===== config.mk =====
export PLATFORM = sky130hd
export DESIGN_NAME = pin_test_sequencer
export DESIGN_NICKNAME = d
export VERILOG_FILES = /design/src/rtl/pin_test_pkg.sv /design/src/rtl/pin_test_sequencer_debounce.sv /design/src/rtl/pin_test_sequencer.sv
export SDC_FILE = /design/constraint.sdc
export NUM_CORES = 1
export LEC_CHECK = 0
export CAP_MARGIN = 15
export CORE_AREA = 2 2 112 114
export CTS_CLUSTER_SIZE = 10
export DETAILED_ROUTE_END_ITERATION = 8
export DIE_AREA = 0 0 114 116
export PLACE_DENSITY = 0.92
export SYNTH_ARGS = -nofsm -noshare
export SYNTH_HDL_FRONTEND = slang
export SYNTH_SLANG_ARGS = --single-unit

===== constraint.sdc =====
create_clock -name i_clk -period 10.5 [get_ports i_clk]
set_input_delay 1.575 -clock i_clk [delete_from_list [all_inputs] [get_ports i_clk]]
set_output_delay 1.575 -clock i_clk [all_outputs]
set_load 0.02 [all_outputs]

===== src/rtl/pin_test_pkg.sv =====
// rtl/pin_test_pkg.sv - shared types and pattern helpers for the pin test sequencer
//
// Purpose: mode encodings, FSM state type, and the pattern / last-step
// functions used by pin_test_sequencer.
// Ports: none (package).
package pin_test_pkg;

    // pattern() builds its result in a fixed-width vector; callers cast it
    // down to their own WIDTH, so WIDTH must not exceed this.
    localparam int MAX_WIDTH = 256;

    localparam logic [1:0] MODE_WALK1 = 2'd0;
    localparam logic [1:0] MODE_WALK0 = 2'd1;
    localparam logic [1:0] MODE_CHECK = 2'd2;
    localparam logic [1:0] MODE_ALLON = 2'd3;

    typedef enum logic [1:0] {
        IDLE = 2'd0,
        ON   = 2'd1,
        OFF  = 2'd2
    } state_t;

    function automatic logic [MAX_WIDTH-1:0] pattern(
        input logic [1:0] mode,
        input int         step,
        input int         width
    );
        logic [MAX_WIDTH-1:0] p;
        p = '0;
        for (int i = 0; i < MAX_WIDTH; i++) begin
            if (i < width) begin
                case (mode)
                    MODE_WALK1: p[i] = (i == step);
                    MODE_WALK0: p[i] = (i != step);
                    // Step 0 lights the even bits, step 1 the odd bits.
                    MODE_CHECK: p[i] = ((i % 2) == 0) ^ (step != 0);
                    default:    p[i] = 1'b1;
                endcase
            end
        end
        return p;
    endfunction

    function automatic int last_step(
        input logic [1:0] mode,
        input int         width
    );
        int r;
        case (mode)
            MODE_WALK1: r = width - 1;
            MODE_WALK0: r = width - 1;
            MODE_CHECK: r = 1;
            default:    r = 0;
        endcase
        return r;
    endfunction

endpackage


===== src/rtl/pin_test_sequencer_debounce.sv =====
// rtl/pin_test_sequencer_debounce.sv - push-button synchroniser and debouncer
//
// Purpose: synchronise the raw active-low button, accept a new level only
// after it has been stable for DEBOUNCE_CYCLES, and pulse on each accepted
// press (stable 1->0). Releases produce no pulse.
// Ports:
//   i_clk    - system clock
//   i_reset  - synchronous active-high reset
//   i_button - raw button, active-low, asynchronous
//   o_press  - one-cycle pulse per debounced press
module button_debounce #(
    parameter int DEBOUNCE_CYCLES = 250000
) (
    input  logic i_clk,
    input  logic i_reset,
    input  logic i_button,
    output logic o_press
);

    localparam int CW = $clog2(DEBOUNCE_CYCLES + 1);

    logic          r_sync1;
    logic          r_sync2;
    logic          r_stable;
    logic [CW-1:0] r_cnt;
    logic          r_press;

    always_ff @(posedge i_clk) begin
        if (i_reset) begin
            r_sync1  <= 1'b1;
            r_sync2  <= 1'b1;
            r_stable <= 1'b1;
            r_cnt    <= '0;
            r_press  <= 1'b0;
        end else begin
            r_sync1 <= i_button;
            r_sync2 <= r_sync1;
            r_press <= 1'b0;
            if (r_sync2 != r_stable) begin
                if (r_cnt == CW'(DEBOUNCE_CYCLES - 1)) begin
                    r_stable <= r_sync2;
                    r_cnt    <= '0;
                    // Only the released->pressed transition is an event.
                    r_press  <= r_stable & ~r_sync2;
                end else begin
                    r_cnt <= r_cnt + CW'(1);
                end
            end else begin
                r_cnt <= '0;
            end
        end
    end

    assign o_press = r_press;

endmodule


===== src/rtl/pin_test_sequencer.sv =====
// rtl/pin_test_sequencer.sv - production pin-test pattern sequencer
//
// Purpose: on a debounced press, step the pin bus through WALK1, WALK0,
// CHECK and ALLON patterns, each driven for ON_CYCLES then followed by an
// OFF_CYCLES all-low gap. Another press aborts to idle. The pass LED toggles
// at the end of each mode.
// Ports:
//   i_clk       - system clock
//   i_reset     - synchronous active-high reset
//   i_button    - raw button, active-low, asynchronous
//   o_pin_out   - pattern bus to the pins
//   o_pin_valid - high while a pattern is driven
//   o_mode      - current pattern mode
//   o_pass_done - one-cycle pulse at the end of each mode pass
//   o_led_green - pass indicator
//   o_led_red   - inverse of o_led_green
module pin_test_sequencer
    import pin_test_pkg::*;
#(
    parameter int WIDTH           = 80,
    parameter int ON_CYCLES       = 25000,
    parameter int OFF_CYCLES      = 25000,
    parameter int DEBOUNCE_CYCLES = 250000
) (
    input  logic             i_clk,
    input  logic             i_reset,
    input  logic             i_button,
    output logic [WIDTH-1:0] o_pin_out,
    output logic             o_pin_valid,
    output logic [1:0]       o_mode,
    output logic             o_pass_done,
    output logic             o_led_green,
    output logic             o_led_red
);

    localparam int SW     = $clog2(WIDTH);
    localparam int MAXC   = (ON_CYCLES > OFF_CYCLES) ? ON_CYCLES : OFF_CYCLES;
    localparam int CNT_W  = (MAXC > 1) ? $clog2(MAXC) : 1;

    state_t           r_state;
    logic [SW-1:0]    r_step;
    logic [CNT_W-1:0] r_cnt;
    logic [WIDTH-1:0] r_pin_out;
    logic             r_pin_valid;
    logic [1:0]       r_mode;
    logic             r_pass_done;
    logic             r_led_green;

    logic             w_press;
    logic             w_is_last;
    logic [1:0]       w_nxt_mode;
    logic [SW-1:0]    w_nxt_step;
    logic [WIDTH-1:0] w_nxt_pat;
    logic [WIDTH-1:0] w_start_pat;

    button_debounce #(
        .DEBOUNCE_CYCLES(DEBOUNCE_CYCLES)
    ) u_debounce (
        .i_clk   (i_clk),
        .i_reset (i_reset),
        .i_button(i_button),
        .o_press (w_press)
    );

    // Where the run goes after the current OFF window expires.
    always_comb begin
        w_is_last   = (int'(r_step) == last_step(r_mode, WIDTH));
        w_nxt_mode  = w_is_last ? r_mode + 2'd1 : r_mode;
        w_nxt_step  = w_is_last ? '0 : r_step + SW'(1);
        w_nxt_pat   = WIDTH'(pattern(w_nxt_mode, int'(w_nxt_step), WIDTH));
        w_start_pat = WIDTH'(pattern(r_mode, 0, WIDTH));
    end

    always_ff @(posedge i_clk) begin
        if (i_reset) begin
            r_state     <= IDLE;
            r_step      <= '0;
            r_cnt       <= '0;
            r_pin_out   <= '0;
            r_pin_valid <= 1'b0;
            r_mode      <= MODE_WALK1;
            r_pass_done <= 1'b0;
            r_led_green <= 1'b0;
        end else begin
            r_pass_done <= 1'b0;
            case (r_state)
                IDLE: begin
                    r_pin_out   <= '0;
                    r_pin_valid <= 1'b0;
                    r_step      <= '0;
                    r_cnt       <= '0;
                    if (w_press) begin
                        r_state     <= ON;
                        r_pin_out   <= w_start_pat;
                        r_pin_valid <= 1'b1;
                    end
                end
                ON: begin
                    if (w_press) begin
                        r_state     <= IDLE;
                        r_step      <= '0;
                        r_cnt       <= '0;
                        r_pin_out   <= '0;
                        r_pin_valid <= 1'b0;
                    end else if (r_cnt == CNT_W'(ON_CYCLES - 1)) begin
                        r_state     <= OFF;
                        r_cnt       <= '0;
                        r_pin_out   <= '0;
                        r_pin_valid <= 1'b0;
                    end else begin
                        r_cnt <= r_cnt + CNT_W'(1);
                    end
                end
                OFF: begin
                    // A press wins over window expiry: no pass credit.
                    if (w_press) begin
                        r_state <= IDLE;
                        r_step  <= '0;
                        r_cnt   <= '0;
                    end else if (r_cnt == CNT_W'(OFF_CYCLES - 1)) begin
                        r_state     <= ON;
                        r_cnt       <= '0;
                        r_step      <= w_nxt_step;
                        r_mode      <= w_nxt_mode;
                        r_pin_out   <= w_nxt_pat;
                        r_pin_valid <= 1'b1;
                        if (w_is_last) begin
                            r_pass_done <= 1'b1;
                            r_led_green <= ~r_led_green;
                        end
                    end else begin
                        r_cnt <= r_cnt + CNT_W'(1);
                    end
                end
                default: r_state <= IDLE;
            endcase
        end
    end

    assign o_pin_out   = r_pin_out;
    assign o_pin_valid = r_pin_valid;
    assign o_mode      = r_mode;
    assign o_pass_done = r_pass_done;
    assign o_led_green = r_led_green;
    assign o_led_red   = ~r_led_green;

endmodule

---- After elaboration in Yosys (flattened, before gate mapping) ----
Index checks and enable logic that the tools add are counted.
cells by class
  $add $sub $neg .......................... 4
  equality and inequality tests ........... 174
  multiplexer cells ....................... 112
  bitwise operators ....................... 9
  reductions and logical operators ........ 19
operators with widths
  cell                                                   number
  two-way mux 80 bit                                     5
  equality test 7 bit (first input constant)             48
  inequality test 7 bit (first input constant)           48
  case mux 1 bit (3 select lines)                        81
  case mux 80 bit (3 select lines)                       1
  equality test 6 x 7 -> 1 bit (first input constant)    16
  inequality test 6 x 7 -> 1 bit (first input constant)  16
  equality test 5 x 7 -> 1 bit (first input constant)    8
  inequality test 5 x 7 -> 1 bit (first input constant)  8
  equality test 8 x 32 -> 1 bit                          1
  two-way mux 15 bit                                     2
  case mux 15 bit (2 select lines)                       1
  equality test 4 x 7 -> 1 bit (first input constant)    4
  two-way mux 7 bit                                      4
  inequality test 4 x 7 -> 1 bit (first input constant)  4
  case mux 7 bit (3 select lines)                        1
  adder 18 x 1 -> 18 bit (second input constant)         1
  equality test 18 bit (second input constant)           1
  adder 15 x 1 -> 15 bit (second input constant)         1
  equality test 15 bit (second input constant)           1
  equality test 3 x 7 -> 1 bit (first input constant)    2
  inequality test 3 x 7 -> 1 bit (first input constant)  2
  case mux 7 bit (2 select lines)                        1
  two-way mux 2 bit                                      6
  25 further kinds                                       55
storage, ports and cells
  bits in registers ....................... 131
  input port bits ......................... 3
  word-level logic and storage cells ...... 331

---- Depth between registers and ports, before layout ----
  depth in word-level cells ............... 11
  gate-level depth with buffers ........... 13
  gate-level depth less buffers ........... 9

---- Modules after synthesis ----
From an unflattened synthesis, not the netlist that was laid out.
second synthesis, totals
  cell total of the unflattened synthesis .. 920
  area total of the unflattened synthesis .. 7357.1 µm²
by module, submodules not included
  module              instances  cells each  area each (µm²)  seq. area each (µm²)
  pin_test_sequencer  1          811         6371.1           2182.1
  button_debounce     1          109         985.9            440.4

---- Least setup slack after synthesis ----
OpenSTA, ideal clock, no wires.
  kind .................................... reg2reg
  start point ............................. register r_mode[0], in the netlist o_mode[0]
  end point ............................... register r_pin_out[4], in the netlist o_pin_out[4]
  arrival time ............................ 3.422 ns
  slack ................................... 6.956 ns
  cell stages (with the launch flop) ...... 12
  buffers on the path ..................... 2
  cell sequence ........................... dfxtp_1 clkbuf_1 inv_2 buf_1 ha_1 o21bai_1 mux2i_1 a2111oi_0 o211ai_1 xnor2_1 nor2_1 o32a_1
on the way
  word-level cells in the longest chain between the ends .. 11
ends and longest elaborated chain
  what                                                                    line                                    text
  start: declaration                                                      pin_test_sequencer.sv:45                logic [1:0] r_mode;
  start signal: assignment                                                pin_test_sequencer.sv:124               r_mode <= w_nxt_mode;
  equality test 2 x 1 -> 1 bit / zero test 2 bit (equally long branches)  pin_test_pkg.sv:49, pin_test_pkg.sv:32
  OR reduction 2 bit (no source line)                                     --
  case mux 7 bit (2 select lines)                                         pin_test_pkg.sv:49                      case (mode)
  equality test 8 x 32 -> 1 bit                                           pin_test_sequencer.sv:67                w_is_last = (int'(r_step) == last_step(r_mode, WIDTH));
  two-way mux 7 bit                                                       pin_test_sequencer.sv:69                w_nxt_step = w_is_last ? '0 : r_step + SW'(1);
  nonzero test 7 bit                                                      pin_test_pkg.sv:36                      MODE_CHECK: p[i] = ((i % 2) == 0) ^ (step != 0);
  inverter 1 bit (no source line)                                         --
  case mux 1 bit (3 select lines)                                         pin_test_pkg.sv:32                      case (mode)
  two-way mux 80 bit                                                      pin_test_sequencer.sv:120               end else if (r_cnt == CNT_W'(OFF_CYCLES - 1)) begin
  two-way mux 80 bit                                                      pin_test_sequencer.sv:116               if (w_press) begin
  case mux 80 bit (3 select lines) *                                      pin_test_sequencer.sv:86                case (r_state)
  end signal: assignment                                                  pin_test_sequencer.sv:94                r_pin_out <= w_start_pat;
  end signal: assignment                                                  pin_test_sequencer.sv:125               r_pin_out <= w_nxt_pat;
  end: declaration                                                        pin_test_sequencer.sv:43                logic [WIDTH-1:0] r_pin_out;
Mark *: on every way between the ends. The rest lies on a longest branch, timed or not. The select of a mux whose other input is x is not followed.
A chain may end at the register's enable or synchronous reset.

---- Worst setup path after layout ----
  start point ............................. register r_mode[0], in the netlist o_mode[0]
  end point ............................... register r_pin_out[60], in the netlist o_pin_out[60]
Same word-level chain as after synthesis.

==> flow_summary.json <==
{
  "outcome": "finished, final reports clean",
  "vias": 7030,
  "drive_above_1_share_pct": 7.46,
  "yosys.cell_types.count": 59,
  "ys_seq_area_share_pct": 36.3,
  "clk-insertion-delay-late_ps": 430,
  "fin_nets": 981,
  "die_h_um": 116,
  "first_global_vias": 6499,
  "die_w_um": 114,
  "path_buf_inv": 2,
  "max_stage_delay_ps": 690,
  "grt_overflow": 0,
  "syn-instance-count": 917,
  "cts_tree": "yes",
  "cts_max_path_buffers": 2,
  "wl_per_cell_um": 17.4,
  "holdCritPathClass": "reg2reg",
  "setup_viol": 0,
  "cp-end-kind": "register",
  "antenna_cells": 0,
  "grt_antenna_before_repair": 0,
  "worstMarginPinSlew_ps": 1100,
  "fmax_ghz": 0.206,
  "drv_cap": 0,
  "layout_min_cycle_time_ps": 4850,
  "grt_use_total_pct": 29.9,
  "fin_tns_setup_ps": 0,
  "synth_async_sr_flop_share_pct": 0,
  "port_buffers": 88,
  "clk_pin_slew_ps": 60,
  "r2r_setup_slack_ps": 5650,
  "fill_cells": 867,
  "syn2layout_area_growth_pct": 20.5,
  "numCtsBuffers": 17,
  "finalPower_mw": 1.20,
  "grt_setup_unrepaired": "no",
  "synth_edf_count": 0,
  "synth-main-ff-cell": "dfxtp_1",
  "min_period_over_period_pct": 46.2,
  "hold_ws_ps": 424,
  "dp_hpwl_um": 11900,
  "drtIter0Drc": 601,
  "die_area_sq_um": 13200,
  "grt_pass1_wl_um": 32000,
  "crit_arrival_ps": 5220,
  "path_cells": "buf_4, inv_2, ha_1, o21bai_1, mux2i_1, nand2_2, nand4_1, o21ai_1, nor2b_1, o32a_1",
  "power.density_nw_per_um2": 138,
  "initial_utilization_pct": 60.7,
  "ant_nets": 0,
  "hold_viol": 0,
  "p_leak_nw": 2.83,
  "post-cts-setup-buffer-count": 0,
  "synth_warnings": 0,
  "drcViolationCount": 0,
  "relSlewSlack_pct": 26.4,
  "grt_max_degree": 89,
  "crit_slowest_cell": "mux2i_1",
  "path_max_fanout": 66,
  "final.setup_skew_ps": 8.48,
  "drt_wl_total_um": 19600,
  "place.gp.congestion": 0.907,
  "ys_seq_elements": 131,
  "synth_nets": 933,
  "coreArea_sq_um": 11900,
  "finalMaxSlewViolations": 0,
  "ios": 89,
  "syn_avg_cell_area_sq_um": 7.89,
  "max-vdd-ir-drop_mv": 0.121,
  "first_pass_iters": 7,
  "cts.sinks": 131,
  "postCtsHoldBufs": 0,
  "required_ps": 10870,
  "viasPerCell": 6.25,
  "critPathTopFamily": "simple AND/OR/NAND/NOR gates",
  "crit_type": "reg2reg",
  "cts_resized": 0,
  "num_rows": 40,
  "cts_htree_levels": 4,
  "start_kind": "register",
  "clock-root-buffer": "clkbuf_16",
  "syn_area_sq_um": 7230
}
## kinds of logic (layout without fill, tap and decap cells)
logic type / Yosys count / count (layout) / share of synthesized area, %
xor+xnor: 78 / 78 / 9.45
mux: 43 / 43 / 6.02
simple gates: 321 / 321 / 21.6
fa+ha+maj: 13 / 13 / 2.25
compound gates: 243 / 243 / 19.4
buf+inv: 88 / 149 / 5.00
flops: 131 / 131 / 36.3
## sequential cells by signal, summed over array words and instances (netlist names), 2 cells and up
name / count
u_debounce.r_cnt: 18
o_mode: 2
r_state: 2
r_step: 7
r_cnt: 15
o_pin_out: 80
## layer usage
layer / GRT usage, % / share of wire (%) / vias to the layer above
li1: - / - / 3316
met1: 39.3 / 42 / 3297
met2: 47.4 / 47 / 363
met3: 7.58 / 8.2 / 54
met4: 12.0 / 2.4 / 0
met5: 0 / 0 / -
## Yosys cell counts, types with 11 or more instances
master	count	share of area, %
dfxtp_1	131	36
a21oi_1	113	7.8
nor2_1	97	5.0
o21ai_0	81	5.6
nand2_1	66	3.4
xnor2_1	62	7.5
clkbuf_1	58	3.0
nand3_1	43	3.0
mux2i_1	42	5.8
nor3_1	36	2.5
nand4_1	20	1.7
xor2_1	16	1.9
ha_1	13	2.2
inv_1	12	0.62
o32a_1	11	1.5
## path summary, 6_finish.rpt
path / from / end / cells past startpoint
worst max-delay path: o_mode[0] / o_pin_out[60] / 10
worst min-delay path: u_debounce.r_sync1 / u_debounce.r_sync2 / 1
worst max register to register: o_mode[0] / o_pin_out[60] / 10
worst min register to register: u_debounce.r_sync1 / u_debounce.r_sync2 / 1
## stage by stage
stage,cell area [sq um],cells,worst slack (ps),utilization [%]
after detailed placement,8120,1090,5900,68.2
after global placement,8120,1090,6080,68.2
after floorplan,7230,917,6960,-
final,8710,1125,5650,73.1
after global routing,8710,1125,5310,73.1
after CTS,8680,1122,5820,72.9
## final cells by class
type / count / area, sq um / area share (%)
Multi-Input combinational cell: 698 / 4290 / 49.2
Sequential cell: 131 / 2620 / 30.1
Timing Repair Buffer: 104 / 1010 / 11.5
Clock buffer: 20 / 457 / 5.24
Tap cell: 147 / 184 / 2.11
Clock inverter: 12 / 105 / 1.21
Inverter: 13 / 48.8 / 0.560
## worst reg2reg max path: stages (launching register included)
cell and delay [ps]:
dfxtp_2 310, buf_4 620, inv_2 430, ha_1 340, o21bai_1 280, mux2i_1 690, nand2_2 580, nand4_1 270
o21ai_1 340, nor2b_1 670, o32a_1 270
## where the power goes
part / total, mW / leakage, nW / switching, mW / internal (mW)
Sequential: 0.510 / 1.06 / 0.00576 / 0.504
Clock: 0.562 / 0.276 / 0.225 / 0.337
Combinational: 0.132 / 1.50 / 0.0934 / 0.0389
## layout by cell type, fill, tap and decap left out, types with 17 or more instances in the layout
cell type | synthesis | final
a21oi_1 | 113 | 110
xnor2_1 | 62 | 62
nor3_1 | 36 | 34
nand2_1 | 66 | 66
dfxtp_1 | 131 | 130
o21ai_0 | 81 | 81
nand3_1 | 43 | 43
mux2i_1 | 42 | 42
clkdlybuf4s50_1 | 0 | 88
nor2_1 | 97 | 97
clkbuf_16 | 0 | 17
nand4_1 | 20 | 20
(Power assumes the default switching activity.)
